**config.mk**
```make
export PLATFORM = sky130hd
export DESIGN_NAME = pattern_window_counter_flat
export DESIGN_NICKNAME = d
export VERILOG_FILES = /design/src/rtl/pattern_window_counter_if.sv /design/src/rtl/pattern_window_counter.sv /design/src/flat_wrapper.sv
export SDC_FILE = /design/constraint.sdc
export NUM_CORES = 1
export LEC_CHECK = 0
export BUFFER_PORTS_ARGS = -buffer_cell sky130_fd_sc_hd__clkbuf_2
export CORE_MARGIN = 2
export CORE_UTILIZATION = 35
export DETAILED_ROUTE_END_ITERATION = 8
export PLACE_DENSITY_LB_ADDON = 0.15
export SYNTH_ARGS = -nofsm -noshare
export SYNTH_HDL_FRONTEND = slang
export SYNTH_SLANG_ARGS = --single-unit
```
**constraint.sdc**
```tcl
create_clock -name clk -period 2.6 [get_ports clk]
set_input_delay 0.52 -clock clk [delete_from_list [all_inputs] [get_ports clk]]
set_output_delay 0.52 -clock clk [all_outputs]
set_load 0.02 [all_outputs]
```
**src/rtl/pattern_window_counter_if.sv**
```systemverilog
// rtl/pattern_window_counter_if.sv - Pulse input, window control and result handshake bundle.
interface pattern_window_counter_if #(
  parameter int CNT_W = 8,
  parameter int WIN_W = 8
);
  logic             y_in;
  logic             enable;
  logic [WIN_W-1:0] win_len;
  logic             out_ready;
  logic             clr_ovr;
  logic [CNT_W-1:0] count_out;
  logic             out_valid;
  logic             overrun;
  logic             busy;

  modport master (
    output y_in, enable, win_len, out_ready, clr_ovr,
    input  count_out, out_valid, overrun, busy
  );

  modport slave (
    input  y_in, enable, win_len, out_ready, clr_ovr,
    output count_out, out_valid, overrun, busy
  );
endinterface

```
**src/rtl/pattern_window_counter.sv**
```systemverilog
// rtl/pattern_window_counter.sv - Counts detector pulses over back-to-back windows of L cycles.
module pattern_window_counter #(
  parameter int CNT_W = 8,
  parameter int WIN_W = 8
) (
  input logic                     clk,
  input logic                     reset,
  pattern_window_counter_if.slave bus
);
  localparam logic [0:0]       IDLE     = 1'b0;
  localparam logic [0:0]       COUNT    = 1'b1;
  localparam logic [CNT_W-1:0] CNT_MAX  = '1;
  localparam logic [CNT_W-1:0] CNT_ONE  = {{(CNT_W-1){1'b0}}, 1'b1};
  localparam logic [WIN_W-1:0] WIN_ONE  = {{(WIN_W-1){1'b0}}, 1'b1};

  logic [0:0]       state, state_nxt;
  logic [WIN_W-1:0] timer, len;
  logic [CNT_W-1:0] cnt, cnt_inc;
  logic             last;
  logic             transfer;
  logic             drop;

  assign cnt_inc  = (bus.y_in && cnt != CNT_MAX) ? cnt + CNT_ONE : cnt;
  assign last     = (state == COUNT) && (timer == len - WIN_ONE);
  assign transfer = bus.out_valid && bus.out_ready;
  assign drop     = last && bus.out_valid && !bus.out_ready;

  // Enable alone steers the FSM; a final cycle with enable high rolls straight into the next window.
  always_comb begin
    state_nxt = state;
    case (state)
      IDLE:    if (bus.enable)  state_nxt = COUNT;
      COUNT:   if (!bus.enable) state_nxt = IDLE;
      default: state_nxt = IDLE;
    endcase
  end

  always_ff @(posedge clk) begin
    if (reset) begin
      state         <= IDLE;
      bus.busy      <= 1'b0;
      timer         <= '0;
      len           <= '0;
      cnt           <= '0;
      bus.count_out <= '0;
      bus.out_valid <= 1'b0;
      bus.overrun   <= 1'b0;
    end else begin
      state    <= state_nxt;
      bus.busy <= (state_nxt == COUNT);

      if (state == COUNT && !last && bus.enable) begin
        timer <= timer + WIN_ONE;
        cnt   <= cnt_inc;
      end else begin
        timer <= '0;
        cnt   <= '0;
        if (bus.enable) len <= (bus.win_len == '0) ? WIN_ONE : bus.win_len;
      end

      // A pending, unaccepted result wins over a newly completed one.
      if (last && !drop) begin
        bus.count_out <= cnt_inc;
        bus.out_valid <= 1'b1;
      end else if (transfer) begin
        bus.out_valid <= 1'b0;
      end

      if (drop)             bus.overrun <= 1'b1;
      else if (bus.clr_ovr) bus.overrun <= 1'b0;
    end
  end
endmodule

```
**src/flat_wrapper.sv**
```systemverilog
// flat-port wrapper written by rule: the top's interface ports become plain ports
module pattern_window_counter_flat 
#(
  parameter int CNT_W = 8,
  parameter int WIN_W = 8
)
  (clk, reset, bus_y_in, bus_enable, bus_win_len, bus_out_ready, bus_clr_ovr, bus_count_out, bus_out_valid, bus_overrun, bus_busy);
  pattern_window_counter_if #(.CNT_W(CNT_W), .WIN_W(WIN_W)) bus_i ();
  input logic clk;
  input logic reset;
  input wire logic [$bits(bus_i.y_in)-1:0] bus_y_in;
  input wire logic [$bits(bus_i.enable)-1:0] bus_enable;
  input wire logic [$bits(bus_i.win_len)-1:0] bus_win_len;
  input wire logic [$bits(bus_i.out_ready)-1:0] bus_out_ready;
  input wire logic [$bits(bus_i.clr_ovr)-1:0] bus_clr_ovr;
  output wire logic [$bits(bus_i.count_out)-1:0] bus_count_out;
  output wire logic [$bits(bus_i.out_valid)-1:0] bus_out_valid;
  output wire logic [$bits(bus_i.overrun)-1:0] bus_overrun;
  output wire logic [$bits(bus_i.busy)-1:0] bus_busy;
  assign bus_i.y_in = bus_y_in;
  assign bus_i.enable = bus_enable;
  assign bus_i.win_len = bus_win_len;
  assign bus_i.out_ready = bus_out_ready;
  assign bus_i.clr_ovr = bus_clr_ovr;
  assign bus_count_out = bus_i.count_out;
  assign bus_out_valid = bus_i.out_valid;
  assign bus_overrun = bus_i.overrun;
  assign bus_busy = bus_i.busy;
  pattern_window_counter #(.CNT_W(CNT_W), .WIN_W(WIN_W)) u_core (.clk(clk), .reset(reset), .bus(bus_i));
endmodule
```
==> impl_metrics.ini, run 1 <==
[status]
outcome = finished clean

[worst_setup_path]
timing_worst_setup_path_type = flip-flop to flip-flop
cp_top_family = simple AND/OR/NAND/NOR gates
worst_reg2reg_startpoint = u_core.len[0]
worstSetupPathDepth = 7
setup.worst_path.start_class = flip-flop
timing.critical_path.to_type = flip-flop
cpPeakStageDelay_ns = 0.58
regToRegSetupSlack_ns = 0.06
worst_r2r_endpoint = u_core.bus.count_out[3]
cp.arrival_ns = 2.71
crit_chain = or4_4 -> nor4_2 -> a211oi_4 -> a2111oi_4 -> buf_4 -> nand2_4 -> mux2_4
timing.critical_path.fanout_max = 8
data_required_time_of_the_critical_path_ns = 2.77
ff2ff_path_depth = 7
buf_inv_on_cp = 1
worst_path_max_delay_cell = sky130_fd_sc_hd__or4_4

[placement]
buffer_ports.inserted = 24
post-dp-hpwl_um = 2850
gp_routability_congestion = 0.823
placed_cell_area_sq_um = 2110

[die]
start_util_pct = 36.4
dieArea_sq_um = 5950
core_area_sq_um = 5140
die_width_um = 77.2
placement_rows = 26
die_height_um = 77.2
design.portCount = 25

[route]
routed_via_count = 1402
drt-vias-per-instance = 4.69
wirelength_um = 3850
routed_wire_length_per_instance_um = 12.9
detail_route.drc_violations = 0
initialDrtViolationCount = 62
final_antenna_net_count = 0
drt-pass1-iter-count = 4

[clock_tree]
htree_levels = 2
clkLatencyLatePin_ns = 0.29
clock_tree.root_cell = sky130_fd_sc_hd__clkbuf_8
cts-buffers-inserted = 5
resized_after_cts = 0
holdBufCountCts = 0
clock_tree.buffer_depth = 2
cts.reportedPaths.clkPinSlew_ns = 0.07
numClockSinks = 35
cts_tree = yes

[pwr]
power.static_leakage_nw = 0.897
power_per_cell_area_nw_per_um2 = 520
worst_ir_drop_vdd_v = 0.000220

[grt]
global_route.usage.total_pct = 14.3
globalRoute.totalOverflow = 0
grt_start_max_net_pins = 27
grt_pass1_vias = 1454
grt_first_pass_wirelength_um = 6730
grt_antenna_before_repair = 0

[min_path]
hp-class = flip-flop to flip-flop
worstHoldPathCells = 2
worst_hold_path.endpoint = u_core.bus.overrun
hold_path.startpoint = u_core.bus.overrun

[sta]
grt_setup_unrepaired = no
worst_slew_pin_slew_ns = 0.387
setup_viol = 0
setup-tns-final_ns = 0
clock_skew_ns = 0.00411
timing.final.crit_share_pct = 97.7
finalHoldViolCount = 0
clock.fmax_mhz = 394
report.final.slew_viol_count = 0
slew_headroom_pct = 74.0
final_period_minus_worst_setup_slack_ns = 2.54

[final_layout]
synthToLayoutAreaGrowth_pct = 18.2
final.fill_count = 542
design.final.nets = 245
antenna_cells = 0
multi_input_area_sq_um = 1110
final_cell_area_sq_um = 2210
finalCoreUtilization_pct = 43.1
area.sequential_sq_um = 701
post_route_cells_drive_above_1_share_pct = 24.9

[logic_synthesis]
synthDistinctLibCells = 41
synth_largest_area_cell = sky130_fd_sc_hd__dfxtp_1
post_synth_main_area_contributors = sky130_fd_sc_hd__dfxtp_1 37%, sky130_fd_sc_hd__nand2b_1 7.0%, sky130_fd_sc_hd__mux2_4 6.4%
yosysSeqAreaShare_pct = 37.4
ys_seq_elements = 35
synthesis.area_sq_um = 1870
synth_largest_type_area_fraction_pct = 37.4
synth-warning-count = 0
post_synthesis_cell_count = 194
post_synth.cell_area_avg_sq_um = 9.65
syn-num-nets = 211

[run]
max_cap_viol_count = 0
worst reg2reg max path, cell delays in order, from the launching register on:
cell,delay (ns)
sky130_fd_sc_hd__dfxtp_1,0.35
sky130_fd_sc_hd__or4_4,0.58
sky130_fd_sc_hd__nor4_2,0.40
sky130_fd_sc_hd__a211oi_4,0.11
sky130_fd_sc_hd__a2111oi_4,0.36
sky130_fd_sc_hd__buf_4,0.20
sky130_fd_sc_hd__nand2_4,0.12
sky130_fd_sc_hd__mux2_4,0.32
layout make-up:
type | instances | area share, %
clock buffers | 8 | 4.52
inverters | 6 | 1.02
multi-input cells | 148 | 50.1
flip-flops and latches | 35 | 31.7
well taps | 70 | 3.96
repair buffers | 32 | 8.71
cells in the mapped netlist, drive strengths merged:
library cell and n:
a311oi 1, xnor2 10, o21ba 1, nor4 2, nor3 4, clkbuf 1
a2111oi 1, a211o 1, buf 2, mux2 8, and4 1, nand4 2
dfxtp 35, nand2 2, a21oi 4, and4b 1, a211oi 2, nand3 12
nand2b 21, inv 6, o31a 1, a22oi 2, or4 1, dlygate4sd3 2
ha 3, a2111o 1, xor2 8, and3 6, mux2i 11, nor2b 7
or3b 1, o221a 1, nor2 29, o21ai 3, and2 1
flip-flops by register name, summed over array words and instances (netlist names):
signal,count
u_core.timer,8
u_core.bus.overrun,1
u_core.bus.count_out,8
u_core.cnt,8
u_core.bus.busy,1
u_core.bus.out_valid,1
u_core.len,8
how the worst max path moves through the flow:
stage	start	endpoint	slack, ns
CTS	u_core.len[0]	u_core.bus.count_out[1]	0.05
finish	u_core.len[0]	u_core.bus.count_out[3]	0.06
detailed placement	u_core.len[0]	u_core.bus.count_out[1]	0.02
global route	u_core.len[0]	u_core.bus.count_out[3]	0.02
global placement	u_core.len[0]	u_core.bus.count_out[0]	0.04
floorplan	u_core.len[0]	u_core.len[0]	0.10
power by group:
part	switching, mW	total [mW]	leakage, nW	internal, mW
Clock	0.193	0.435	0.0515	0.242
Sequential	0.0148	0.561	0.283	0.547
Combinational	0.0794	0.155	0.562	0.0754
Total	0.287	1.15	0.897	0.864
cells in the final DEF, fill, tap and decap left out, types with 2 or more instances in the layout:
cell type	synthesis	layout
sky130_fd_sc_hd__o21ai_0	3	3
sky130_fd_sc_hd__nor2b_1	7	7
sky130_fd_sc_hd__clkbuf_8	0	7
sky130_fd_sc_hd__nand3_1	11	11
sky130_fd_sc_hd__dfxtp_1	35	35
sky130_fd_sc_hd__buf_4	0	7
sky130_fd_sc_hd__nand4_1	2	2
sky130_fd_sc_hd__xnor2_1	10	10
sky130_fd_sc_hd__ha_1	3	3
sky130_fd_sc_hd__mux2_4	8	8
sky130_fd_sc_hd__nand2b_1	21	21
sky130_fd_sc_hd__clkbuf_2	0	24
sky130_fd_sc_hd__xor2_1	8	8
sky130_fd_sc_hd__mux2i_1	11	11
sky130_fd_sc_hd__nor3_1	3	3
sky130_fd_sc_hd__a21oi_1	4	4
sky130_fd_sc_hd__inv_1	6	6
sky130_fd_sc_hd__nor2_1	29	29
sky130_fd_sc_hd__a22oi_1	2	2
sky130_fd_sc_hd__and3_1	6	6
cell families (layout without fill, tap and decap cells):
family          Yosys count  after routing  synth area share, %
simple gates             90             90                 26.9
flops                    35             35                 37.4
mux                      19             19                 12.3
compound gates           18             18                 9.69
xor+xnor                 18             18                 8.42
buf+inv                  11             46                 3.34
fa+ha+maj                 3              3                 2.00
per-stage QoR:
| stage | hold WS (ns) | power, mW | worst slack, ns | instances |
|---|---|---|---|---|
| finish | 0.473 | 1.15 | 0.0609 | 299 |
| CTS | 0.471 | 1.18 | 0.0485 | 298 |
| floorplan | 0.437 | 0.686 | 0.100 | 194 |
| detailed placement | 0.465 | 0.729 | 0.0170 | 290 |
| global route | 0.476 | 1.22 | 0.0173 | 299 |
| global placement | 0.463 | 0.728 | 0.0441 | 290 |
layer usage:
layer,GRT usage [%],up-vias,part of all wire [%]
met5,0,-,0
met4,3.75,0,1.0
met3,4.94,6,3.9
met2,23.3,21,46
met1,18.0,641,49
li1,-,734,-
timing repair:
item / 4_1_cts / 5_1_grt
pin swaps: 1 / 1
setup buffers: 0 / 1
endpoints found under the setup margin: 4 / 7
Power figures use the tool's default switching activity.
==> run 2, diff against run 1 <==
- CELL_PAD_IN_SITES_DETAIL_PLACEMENT: unset -> 0
- CELL_PAD_IN_SITES_GLOBAL_PLACEMENT: unset -> 2
- CORE_UTILIZATION: 35 -> 32
- RECOVER_POWER: unset -> 25
==> impl_metrics.ini, run 2 (synthesis gave the netlist of run 1 again) <==
[sta]
setup_viol = 0
setup-tns-final_ns = 0
clock.fmax_mhz = 407
final_period_minus_worst_setup_slack_ns = 2.46
finalHoldViolCount = 0
slew_headroom_pct = 61.5
setup_slack_ns = 0.144
worst_slew_pin_slew_ns = 0.578
report.final.slew_viol_count = 0
clock_skew_ns = 0.00702
timing.final.crit_share_pct = 94.5

[worst_setup_path]
timing_worst_setup_path_type = flip-flop to flip-flop
timing.critical_path.to_type = flip-flop
data_required_time_of_the_critical_path_ns = 2.77
timing.critical_path.fanout_max = 8
setup.worst_path.start_class = flip-flop
cp.arrival_ns = 2.63
regToRegSetupSlack_ns = 0.14

[route]
initialDrtViolationCount = 42
drt-pass1-iter-count = 4
wirelength_um = 4090
final_antenna_net_count = 0
routed_via_count = 1417
detail_route.drc_violations = 0
routed_wire_length_per_instance_um = 13.7
drt-vias-per-instance = 4.74

[final_layout]
commonest_cells_after_routing_fill_and_taps_aside = 35 x sky130_fd_sc_hd__dfxtp_1, 29 x sky130_fd_sc_hd__nor2_1, 21 x sky130_fd_sc_hd__nand2b_1
synthToLayoutAreaGrowth_pct = 16.7
post_route_cells_drive_above_1_share_pct = 21.1
layout.cells.most_common = sky130_fd_sc_hd__dfxtp_1
design.final.nets = 243
antenna_cells = 0
final_cell_area_sq_um = 2190
finalCoreUtilization_pct = 39.2

[placement]
preCtsSetupSlack_ns = 0.0932
gp_routability_congestion = 0.801
buffer_ports.inserted = 24
placed_cell_area_sq_um = 2090
post-dp-hpwl_um = 3180

[die]
dieArea_sq_um = 6480
core_area_sq_um = 5570
die_width_um = 80.5
start_util_pct = 33.6
die_height_um = 80.5
design.portCount = 25
placement_rows = 27

[clock_tree]
numClockSinks = 35
cts_tree = yes
cts.reportedPaths.clkPinSlew_ns = 0.07
cts-buffers-inserted = 5
holdBufCountCts = 0
clock_tree.root_cell = sky130_fd_sc_hd__clkbuf_8
clkLatencyLatePin_ns = 0.28
post_cts_buffers = 0
clock_tree.buffer_depth = 2
htree_levels = 2

[run]
max_cap_viol_count = 0

[pwr]
power.static_leakage_nw = 0.845
worst_ir_drop_vdd_v = 0.000247
comb_power_share_pct = 14.8
internal_power_mw = 0.813
power.share.switching_pct = 26.5
seqPwrFrac_pct = 50.9
power_switching_mw = 0.293
power_per_cell_area_nw_per_um2 = 506
clockPowerShare_pct = 34.3

[grt]
grt_first_pass_wirelength_um = 6850
grt_pass1_vias = 1457
globalRoute.totalOverflow = 0
grt_antenna_before_repair = 0
grt_start_max_net_pins = 22
global_route.usage.total_pct = 14.0

[min_path]
hp-class = flip-flop to flip-flop

[status]
outcome = finished clean
[run 2: worst paths after layout]
| check | startpoint | end | depth (start not counted) |
|---|---|---|---|
| max reg2reg | u_core.len[0] | u_core.bus.count_out[5] | 8 |
| max | u_core.len[0] | u_core.bus.count_out[5] | 8 |
| min reg2reg | u_core.bus.overrun | u_core.bus.overrun | 2 |
| min | u_core.bus.overrun | u_core.bus.overrun | 2 |
[run 2: layout make-up]
class                   count  area, sq um
inverters                   6         22.5
multi-input cells         148         1130
clock buffers               7         76.3
clock inverters             1         5.00
repair buffers             30          158
fillers                   591         3390
flip-flops and latches     35          701
well taps                  72         90.1
[run 2: timing repair]
item	4_1_cts	5_1_grt
endpoints found under the hold margin	0	0
endpoints found under the setup margin	0	14
resized for setup	0	5
[run 2: routing by layer]
metal / vias up / wire length (um) / track usage, %
met5: - / 0 / 0
met4: 0 / 20 / 4.58
met3: 4 / 134 / 3.93
met2: 18 / 2260 / 26.4
met1: 664 / 1680 / 14.8
li1: 731 / - / -
[run 2: power groups by stage]
| stage | logic, mW | registers, mW | clock network, mW |
|---|---|---|---|
| after floorplan | 0.114 | 0.571 | 0 |
| after global placement | 0.147 | 0.574 | 0 |
| after detailed placement | 0.154 | 0.575 | 0 |
| after CTS | 0.155 | 0.563 | 0.404 |
| after global routing | 0.179 | 0.565 | 0.431 |
| final | 0.163 | 0.563 | 0.380 |
[run 2: critical path: stages (launching register included)]
cell	delay [ns]
sky130_fd_sc_hd__dfxtp_1	0.35
sky130_fd_sc_hd__inv_1	0.10
sky130_fd_sc_hd__ha_2	0.21
sky130_fd_sc_hd__or3b_1	0.40
sky130_fd_sc_hd__nor3_2	0.23
sky130_fd_sc_hd__xnor2_2	0.14
sky130_fd_sc_hd__a2111oi_4	0.40
sky130_fd_sc_hd__nand2_4	0.18
sky130_fd_sc_hd__mux2_4	0.33
[run 2: stage by stage]
stage	hold WS (ns)	power [mW]	instances
2_1_floorplan	0.437	0.686	194
3_3_place_gp	0.458	0.721	291
3_5_place_dp	0.472	0.729	291
4_1_cts	0.478	1.12	299
5_1_grt	0.482	1.18	299
6_report	0.474	1.11	299
